==> config.mk <==
export PLATFORM = sky130hd
export DESIGN_NAME = firmware_config_sequencer
export DESIGN_NICKNAME = d
export VERILOG_FILES = /design/src/rtl/firmware_config_sequencer.sv
export SDC_FILE = /design/constraint.sdc
export NUM_CORES = 1
export LEC_CHECK = 0
export BUFFER_PORTS_ARGS = -buffer_cell sky130_fd_sc_hd__buf_2
export CAP_MARGIN = 20
export CORE_ASPECT_RATIO = 1.1
export CORE_MARGIN = 3
export CORE_UTILIZATION = 60
export CTS_CLUSTER_DIAMETER = 120
export DETAILED_ROUTE_END_ITERATION = 10
export PLACE_DENSITY = 0.79
export SYNTH_ARGS = -nofsm -noshare
export SYNTH_HDL_FRONTEND = slang
export SYNTH_SLANG_ARGS = --single-unit
==> constraint.sdc <==
create_clock -name clk -period 5.77 [get_ports clk]
set_input_delay 1.731 -clock clk [delete_from_list [all_inputs] [get_ports clk]]
set_output_delay 1.731 -clock clk [all_outputs]
set_load 0.02 [all_outputs]
==> src/rtl/firmware_config_sequencer.sv <==
// Queues firmware-register write commands, pauses tracing at a frame boundary and
// serialises each command onto the configId/configData bus as a 3-byte frame plus gap.
module firmware_config_sequencer #(
  parameter int MAX_CHAINS   = 4,
  parameter int FIFO_DEPTH   = 8,
  parameter int DRAIN_CYCLES = 4,
  parameter int EOF_TIMEOUT  = 1024
) (
  input  logic                          clk,
  input  logic                          rst_n,
  input  logic                          tracing_req,
  input  logic                          stream_valid,
  input  logic                          stream_eof,
  input  logic                          cmd_valid,
  output logic                          cmd_ready,
  input  logic [7:0]                    cmd_block_id,
  input  logic [2:0]                    cmd_field,
  input  logic [$clog2(MAX_CHAINS)-1:0] cmd_chain,
  input  logic [7:0]                    cmd_value,
  output logic                          tracing,
  output logic [7:0]                    configId,
  output logic [7:0]                    configData,
  output logic                          busy,
  output logic                          cmd_error,
  output logic [2:0]                    dbg_state
);

  localparam int CW = $clog2(MAX_CHAINS);
  localparam int AW = $clog2(FIFO_DEPTH);
  localparam int TW = $clog2(EOF_TIMEOUT + 1);
  localparam int DW = $clog2(DRAIN_CYCLES + 1);

  typedef enum logic [2:0] {
    IDLE, WAIT_EOF, DRAIN, HDR, CHAIN, DATA, GAP, RESUME
  } state_t;

  typedef struct packed {
    logic [7:0]    block_id;
    logic [2:0]    field;
    logic [CW-1:0] chain;
    logic [7:0]    value;
  } entry_t;

  // Handshake: a command transfers on any rising clk edge where cmd_valid && cmd_ready;
  // cmd_ready depends only on registered queue occupancy, never on cmd_valid.
  entry_t        mem [FIFO_DEPTH];
  entry_t        head;
  logic [AW-1:0] wr_ptr;
  logic [AW-1:0] rd_ptr;
  logic [AW:0]   count;
  logic          full;
  logic          empty;
  logic          accept;
  logic          cmd_ok;
  logic          push;
  logic          pop;
  state_t        state;
  logic [TW-1:0] tcnt;
  logic [DW-1:0] dcnt;

  assign full      = (count == (AW+1)'(FIFO_DEPTH));
  assign empty     = (count == '0);
  assign cmd_ready = !full;
  assign accept    = cmd_valid && cmd_ready;
  assign cmd_ok    = (cmd_block_id != 8'd0) && (cmd_field <= 3'd4) && (int'(cmd_chain) < MAX_CHAINS);
  assign push      = accept && cmd_ok;
  assign pop       = (state == DATA);
  assign head      = mem[rd_ptr];
  assign busy      = (state != IDLE) || !empty;
  assign dbg_state = state;

  always_ff @(posedge clk) begin
    if (push) mem[wr_ptr] <= '{cmd_block_id, cmd_field, cmd_chain, cmd_value};
  end

  always_ff @(posedge clk or negedge rst_n) begin
    if (!rst_n) begin
      wr_ptr    <= '0;
      rd_ptr    <= '0;
      count     <= '0;
      cmd_error <= 1'b0;
    end else begin
      cmd_error <= accept && !cmd_ok;
      if (push) wr_ptr <= wr_ptr + 1'b1;
      if (pop)  rd_ptr <= rd_ptr + 1'b1;
      case ({push, pop})
        2'b10:   count <= count + 1'b1;
        2'b01:   count <= count - 1'b1;
        default: ;
      endcase
    end
  end

  always_ff @(posedge clk or negedge rst_n) begin
    if (!rst_n) begin
      state      <= IDLE;
      tracing    <= 1'b0;
      configId   <= '0;
      configData <= '0;
      tcnt       <= '0;
      dcnt       <= '0;
    end else begin
      case (state)
        IDLE: begin
          // tracing only follows the host while nothing is pending
          if (empty) tracing <= tracing_req;
          else if (tracing) begin
            state <= WAIT_EOF;
            tcnt  <= '0;
          end else state <= HDR;
        end
        WAIT_EOF: begin
          if ((stream_valid && stream_eof) || (tcnt == TW'(EOF_TIMEOUT - 1))) begin
            state   <= DRAIN;
            tracing <= 1'b0;
            dcnt    <= '0;
          end else tcnt <= tcnt + 1'b1;
        end
        DRAIN: begin
          if (dcnt == DW'(DRAIN_CYCLES - 1)) state <= HDR;
          else dcnt <= dcnt + 1'b1;
        end
        HDR: begin
          configId   <= head.block_id;
          configData <= {5'b0, head.field};
          state      <= CHAIN;
        end
        CHAIN: begin
          configData <= 8'(head.chain);
          state      <= DATA;
        end
        DATA: begin
          configData <= head.value;
          state      <= GAP;
        end
        GAP: begin
          configId   <= '0;
          configData <= '0;
          state      <= empty ? RESUME : HDR;
        end
        RESUME: begin
          tracing <= tracing_req;
          state   <= IDLE;
        end
        default: state <= IDLE;
      endcase
    end
  end

endmodule

After elaboration in Yosys (flattened, before gate mapping)

Memories as Yosys holds them, arrays and structs flattened.
Cells that the tools add are included.
W data, S select, Z words.

Register bits: 45
Bits in latches: 0
RAM bits: 168
Memory bits (read-only): 0
Input port bits: 27
Output and inout port bits: 23
Word-level logic and storage cells: 82
Memories kept: 1

$add $sub $neg: 6
Multiply operators: 0
Div/mod/pow operators: 0
Order comparisons: 1
Equal/unequal tests: 19
Shifts and indexed selects: 0
Multiplexer cells: 21
Bitwise logic cells: 0
Reduce and logical (&&, ||, !) cells: 24

Memory list:

| name | depth | width | rd ports | clocked after memory_dff | wr ports | RTL line | text |
|---|---|---|---|---|---|---|---|
| mem  | 8     | 21    | 1        | 0                        | 1        | 46       | `entry_t mem [FIFO_DEPTH];` |

Operators with widths:

| operator                | count |
|---|---|
| $mux W11                | 3 |
| $pmux W8 S4             | 1 |
| $pmux W3 S8             | 1 |
| $pmux W11 S2            | 1 |
| $mux W3                 | 6 |
| $pmux W8 S2             | 1 |
| $ne A2 B2 Y1 const B    | 7 |
| $eq A3 B3 Y1 const B    | 4 |
| $add A11 B1 Y11 const B | 1 |
| $eq A11 B10 Y1 const B  | 1 |
| $add A3 B1 Y3 const B   | 3 |
| $eq A3 B2 Y1 const B    | 3 |
| $reduce_and A3 Y1       | 3 |
| $pmux W4 S2             | 1 |
| $reduce_bool A2 Y1      | 4 |
| $reduce_bool A8 Y1      | 1 |
| $pmux W3 S2             | 1 |
| $reduce_bool A3 Y1      | 2 |
| $logic_and A1 B1 Y1     | 5 |
| $add A4 B1 Y4 const B   | 1 |
| $eq A4 B4 Y1 const B    | 1 |
| $logic_not A4 Y1        | 1 |
| $mux W1                 | 4 |
| $reduce_and A4 Y1       | 1 |
| other kinds (11)        | 14 |

Logic depth before layout (Yosys ltp)

Depth after elaboration: 6
Depth in mapped cells: 10
Mapped depth without buffers: 10

Worst setup path after synthesis

No wires, ideal clock.

Kind: input to register
From: in cmd_field[1]
To: mem mem[4][0] (netlist bit) (enable)
Library setup time: 0.425 ns
Arrival time: 4.024 ns
Data required time: 5.345 ns
Setup slack: 1.321 ns
Stages on the path: 4
Path buffers: 0
Path through: o21ai_0 -> o2111ai_2 -> or2_2 -> nor3_1

Cells in the longest elaborated chain, start to end: 5

Ends and longest elaborated chain:

| what                          | RTL line | text |
|---|---|---|
| from (decl)                   | 17       | `input logic [2:0] cmd_field,` |
| $le A3 B3 Y1                  | 65       | `assign cmd_ok = (cmd_block_id != 8'd0) && (cmd_field <= 3'd4) && (int'(cmd_chain) < MAX_CHAINS);` |
| $logic_and A1 B1 Y1           | 65       |  |
| $logic_and A1 B1 Y1           | 66       | `assign push = accept && cmd_ok;` |
| $mux W1                       | 73       | `if (push) mem[wr_ptr] <= '{cmd_block_id, cmd_field, cmd_chain, cmd_value};` |
| $mux W1 (not written as such) | 73       |  |
| to (decl)                     | 46       |  |

Every way passes these cells.

Worst setup path after layout

From: in cmd_block_id[5]
To: reg count[2]

Cells in the longest elaborated chain, start to end: 5
Elaborated cells on any way between the ends: 7
Classes of those cells: 2 x eq/ne; 1 x mux; 4 x reduce/logical

Ends and longest elaborated chain:

| what                                              | RTL line | text |
|---|---|---|
| from (decl)                                       | 16       | `input logic [7:0] cmd_block_id,` |
| $reduce_bool A8 Y1 (*)                            | 65       |  |
| $logic_and A1 B1 Y1 (*)                           | 65       |  |
| $logic_and A1 B1 Y1 (*)                           | 66       |  |
| $eq A2 B1 Y1 or $eq A2 B2 Y1 (tied branches)      | 86       | `case ({push, pop})` |
| $pmux W4 S2 or $reduce_bool A2 Y1 (tied branches) | -        |  |
| to (signal assigned)                              | 87       | `2'b10: count <= count + 1'b1;` |
| to (signal assigned)                              | 88       | `2'b01: count <= count - 1'b1;` |
| to (decl)                                         | 50       | `logic [AW:0] count;` |

Mark *: on every way between the ends. The rest lies on a longest branch, timed or not.
A chain may end at the register's enable or synchronous reset.

==> summary.txt <==
Run status
  – Status: completed

Logic synthesis
  – Flops & latches, synth: 213
  – Xor/xnor share of the synthesized area: between 1 and 1.5%
  – Simple-gate share of the synthesized area: 5.80%
  – Number of synthesized flops with an enable pin: roughly 170
  – Part of the Yosys area used for sequential elements: a little under three quarters
  – Main combinational cell family by area after synthesis: multiplexers
  – Yosys cell types: 59
  – Adder-cell share of the synthesized area: 1.15%
  – Post-synth top flop: edfxtp_1
  – Avg Inst Size Synth: 17.8 um2
  – Yosys warnings: 0
  – Compound-gate portion of the synthesized area: 4.85%
  – Synth async-reset ratio: 21.1%
  – Syn Nets: 524
  – Post-Synthesis Cells: 489
  – Post-Syn Area: approximately 8700 um2
  – Post-synthesis mux area share: 14.0%

Global route
  – Largest net degree at the start of global routing: between 40 and 50
  – Global-route wire length before repair: between 20 and 30 mm
  – Initial antenna violation count: 0
  – GR Overflow Total: 0
  – Total track usage: roughly 22%
  – Vias in the first global route: about 5k

Critical path
  – Setup CP Type: input pin to flip-flop
  – Critical path, cell by cell: buf_2 > or4_1 > o2111ai_2 > ha_1 > xor2_1 > ha_1 > a21oi_1 > xor2_1 > nor2_1 > xor2_1
  – CP Capture Type: flip-flop
  – WP data arrival: slightly above 4 ns
  – Worst path max stage delay: 0.61 ns
  – R2R Setup Slk: 2.96 ns
  – Critical path fanouts, max: 9
  – CP startpoint kind: input pin
  – CP Data Required Time: 6.13 ns
  – CP max-delay cell: or4_1
  – CP most frequent cell: xor2_1
  – Worst R2R Start: count[1]
  – RR Endpoint: mem[4][4]
  – Worst-case reg-to-reg path depth: 5

Hold path
  – Hold Crit Endpoint: configId[2]
  – WHS Path Cells: 2
  – Hold crit path type: flip-flop to flip-flop
  – Hold Path Origin: configId[2]

Timing
  – Fin crit share: roughly two thirds
  – Max-slew headroom: 43.5%
  – Final count of hold timing violations: 0
  – Setup TNS: 0 ns
  – Post-route minimum period: 3.74 ns
  – Worst slew pin tran: ~0.85 ns
  – RSZ-0062 raised after global routing: no
  – Setup violators final: 0
  – Clk_skew: ~0.0084 ns
  – Max Clk Rate: roughly 270 MHz
  – Final slew viol count: 0

Clock tree
  – H-Tree Depth: 1
  – Maximum buffer depth of the clock tree: 3
  – Sink Count: 213
  – TritonCTS clock tree: done
  – Clk pin slew, worst setup/hold paths: 0.06 ns
  – Hold_buf cts: 0
  – Clock Latency Late Sink: about 0.5 ns
  – CTS resizes: 0
  – Clk Tree Root Cell: clkbuf_16
  – Num CTS Buffers: 22
  – Setup Fix Bufs, Post-CTS: 0

Final layout
  – Most frequent cells in the layout: 168 x edfxtp_1, 49 x buf_2, 44 x dfrtp_1
  – Most common cell after layout, fill and taps aside: edfxtp_1
  – Fin nets: 587
  – Layout cells sized above 1: about a quarter
  – Area Growth Syn to Fin: 14.2%
  – ANT cells: 0

Floorplanning
  – I/O pin cnt: 50
  – Full die area: 16000 um2
  – Die H: approximately 130 um
  – Num rows: between 40 and 50
  – Core box area: approximately 14000 um2
  – Initial Utilization: 62.0%
  – Die width: 121 um

Power and ir drop
  – Tot Pwr: 0.00497 W
  – PD cells: 500 nW/um2
  – Max IR drop VDD: 0.354 mV
  – Leak Pwr: about 3.5 nW

Place
  – Placer congestion estimate: 0.793
  – Hpwl dp: about 10 mm
  – PortBufs: 49

Route
  – First DRT Iteration DRCs: 432
  – Drt drc: 0
  – Routed length per instance: 22.6 um
  – DRT Pass-1 Iters: 5
  – Vias/cell: between 6 and 7
  – Vias: 4723
  – Detail Route Antenna Nets: 0
  – Final WL: 17.1 mm

Run
  – Max Cap Viol: 0
## flip-flops by register name, summed over array words and instances (netlist names)
signal	cells
cmd_error	1
configData	8
configId	8
count	4
dbg_state	3
dcnt	3
mem	168
rd_ptr	3
tcnt	11
tracing	1
wr_ptr	3
## worst max-delay path by stage
| stage | slack (ns) | depth (start not counted) | endpoint | startpoint |
|---|---|---|---|---|
| 6_report | 2.03 | 10 | count[2] | cmd_block_id[5] |
| 2_1_floorplan | 1.32 | 4 | mem[4][0] | cmd_field[1] |
| 3_5_place_dp | 1.62 | 10 | count[2] | cmd_block_id[5] |
| 4_1_cts | 2.07 | 10 | count[2] | cmd_block_id[5] |
| 5_1_grt | 1.91 | 6 | mem[4][4] | cmd_field[1] |
| 3_3_place_gp | 1.70 | 6 | mem[4][6] | cmd_field[1] |
## metal layers
layer | share of wire (%) | wire length [um] | up-vias | GRT usage (%)
met5 | 0 | 0 | - | 0
met2 | 52 | 8950 | 182 | 38.0
met3 | 6.1 | 1040 | 35 | 4.59
met4 | 2.5 | 429 | 0 | 6.55
met1 | 39 | 6640 | 2419 | 29.4
li1 | - | - | 2087 | -
## critical path: cells and delay by family
family / cells / cell delay (ns)
buffers and inverters: 1 / 0.14
AOI/OAI and AO/OA: 2 / 0.62
xor gates and xnor gates: 3 / 0.40
and+or+nand+nor: 2 / 0.68
adders and majority gates: 2 / 0.53
## kinds of logic (layout without fill, tap and decap cells)
family | Yosys count | after routing
fa+ha+maj | 8 | 8
buf+inv | 34 | 113
xor+xnor | 11 | 11
mux | 64 | 64
compound gates | 64 | 64
flops | 213 | 213
simple gates | 95 | 95
## power by group
part	switching, W	internal (W)
Clock	0.000546	0.000951
Sequential	0.000227	0.00191
Combinational	0.000734	0.000597
## cell type report
type	count	area (um2)
tap	188	235
fill	835	4090
sequential	213	6170
clock inverter	12	184
clock buffer	28	594
timing repair buffer	61	335
multi-input combinational	242	2360
inverter	12	45.0
## through the flow
stage	setup slack (ns)	utilization (%)	instance area (um2)	instances	hold slack, ns
after floorplan	1.32	-	8690	489	0.466
after global placement	1.70	65.3	9150	716	0.458
after detailed placement	1.62	65.3	9150	716	0.466
after CTS	2.07	70.8	9930	756	0.479
after global routing	1.91	70.8	9930	756	0.506
final	2.03	70.8	9930	756	0.483
## synth_stat cells, types with 4 or more instances
master | count | share of area [%]
xnor2_1 | 5 | 0.50
inv_1 | 12 | 0.52
a21oi_1 | 6 | 0.35
o21ai_0 | 19 | 1.1
buf_2 | 11 | 0.63
ha_1 | 8 | 1.2
nand3_1 | 6 | 0.35
o2bb2ai_1 | 5 | 0.50
nand2b_1 | 6 | 0.43
xor2_1 | 6 | 0.60
or4_1 | 4 | 0.35
a31oi_1 | 13 | 0.94
nor2_1 | 15 | 0.65
mux4_1 | 12 | 3.6
dfrtp_1 | 45 | 13
edfxtp_1 | 168 | 58
mux2i_1 | 18 | 2.1
nor3_1 | 5 | 0.29
nand2_1 | 33 | 1.4
mux4_2 | 30 | 7.8
nand3b_1 | 4 | 0.35
No activity file was read; power rests on OpenSTA's default activity.
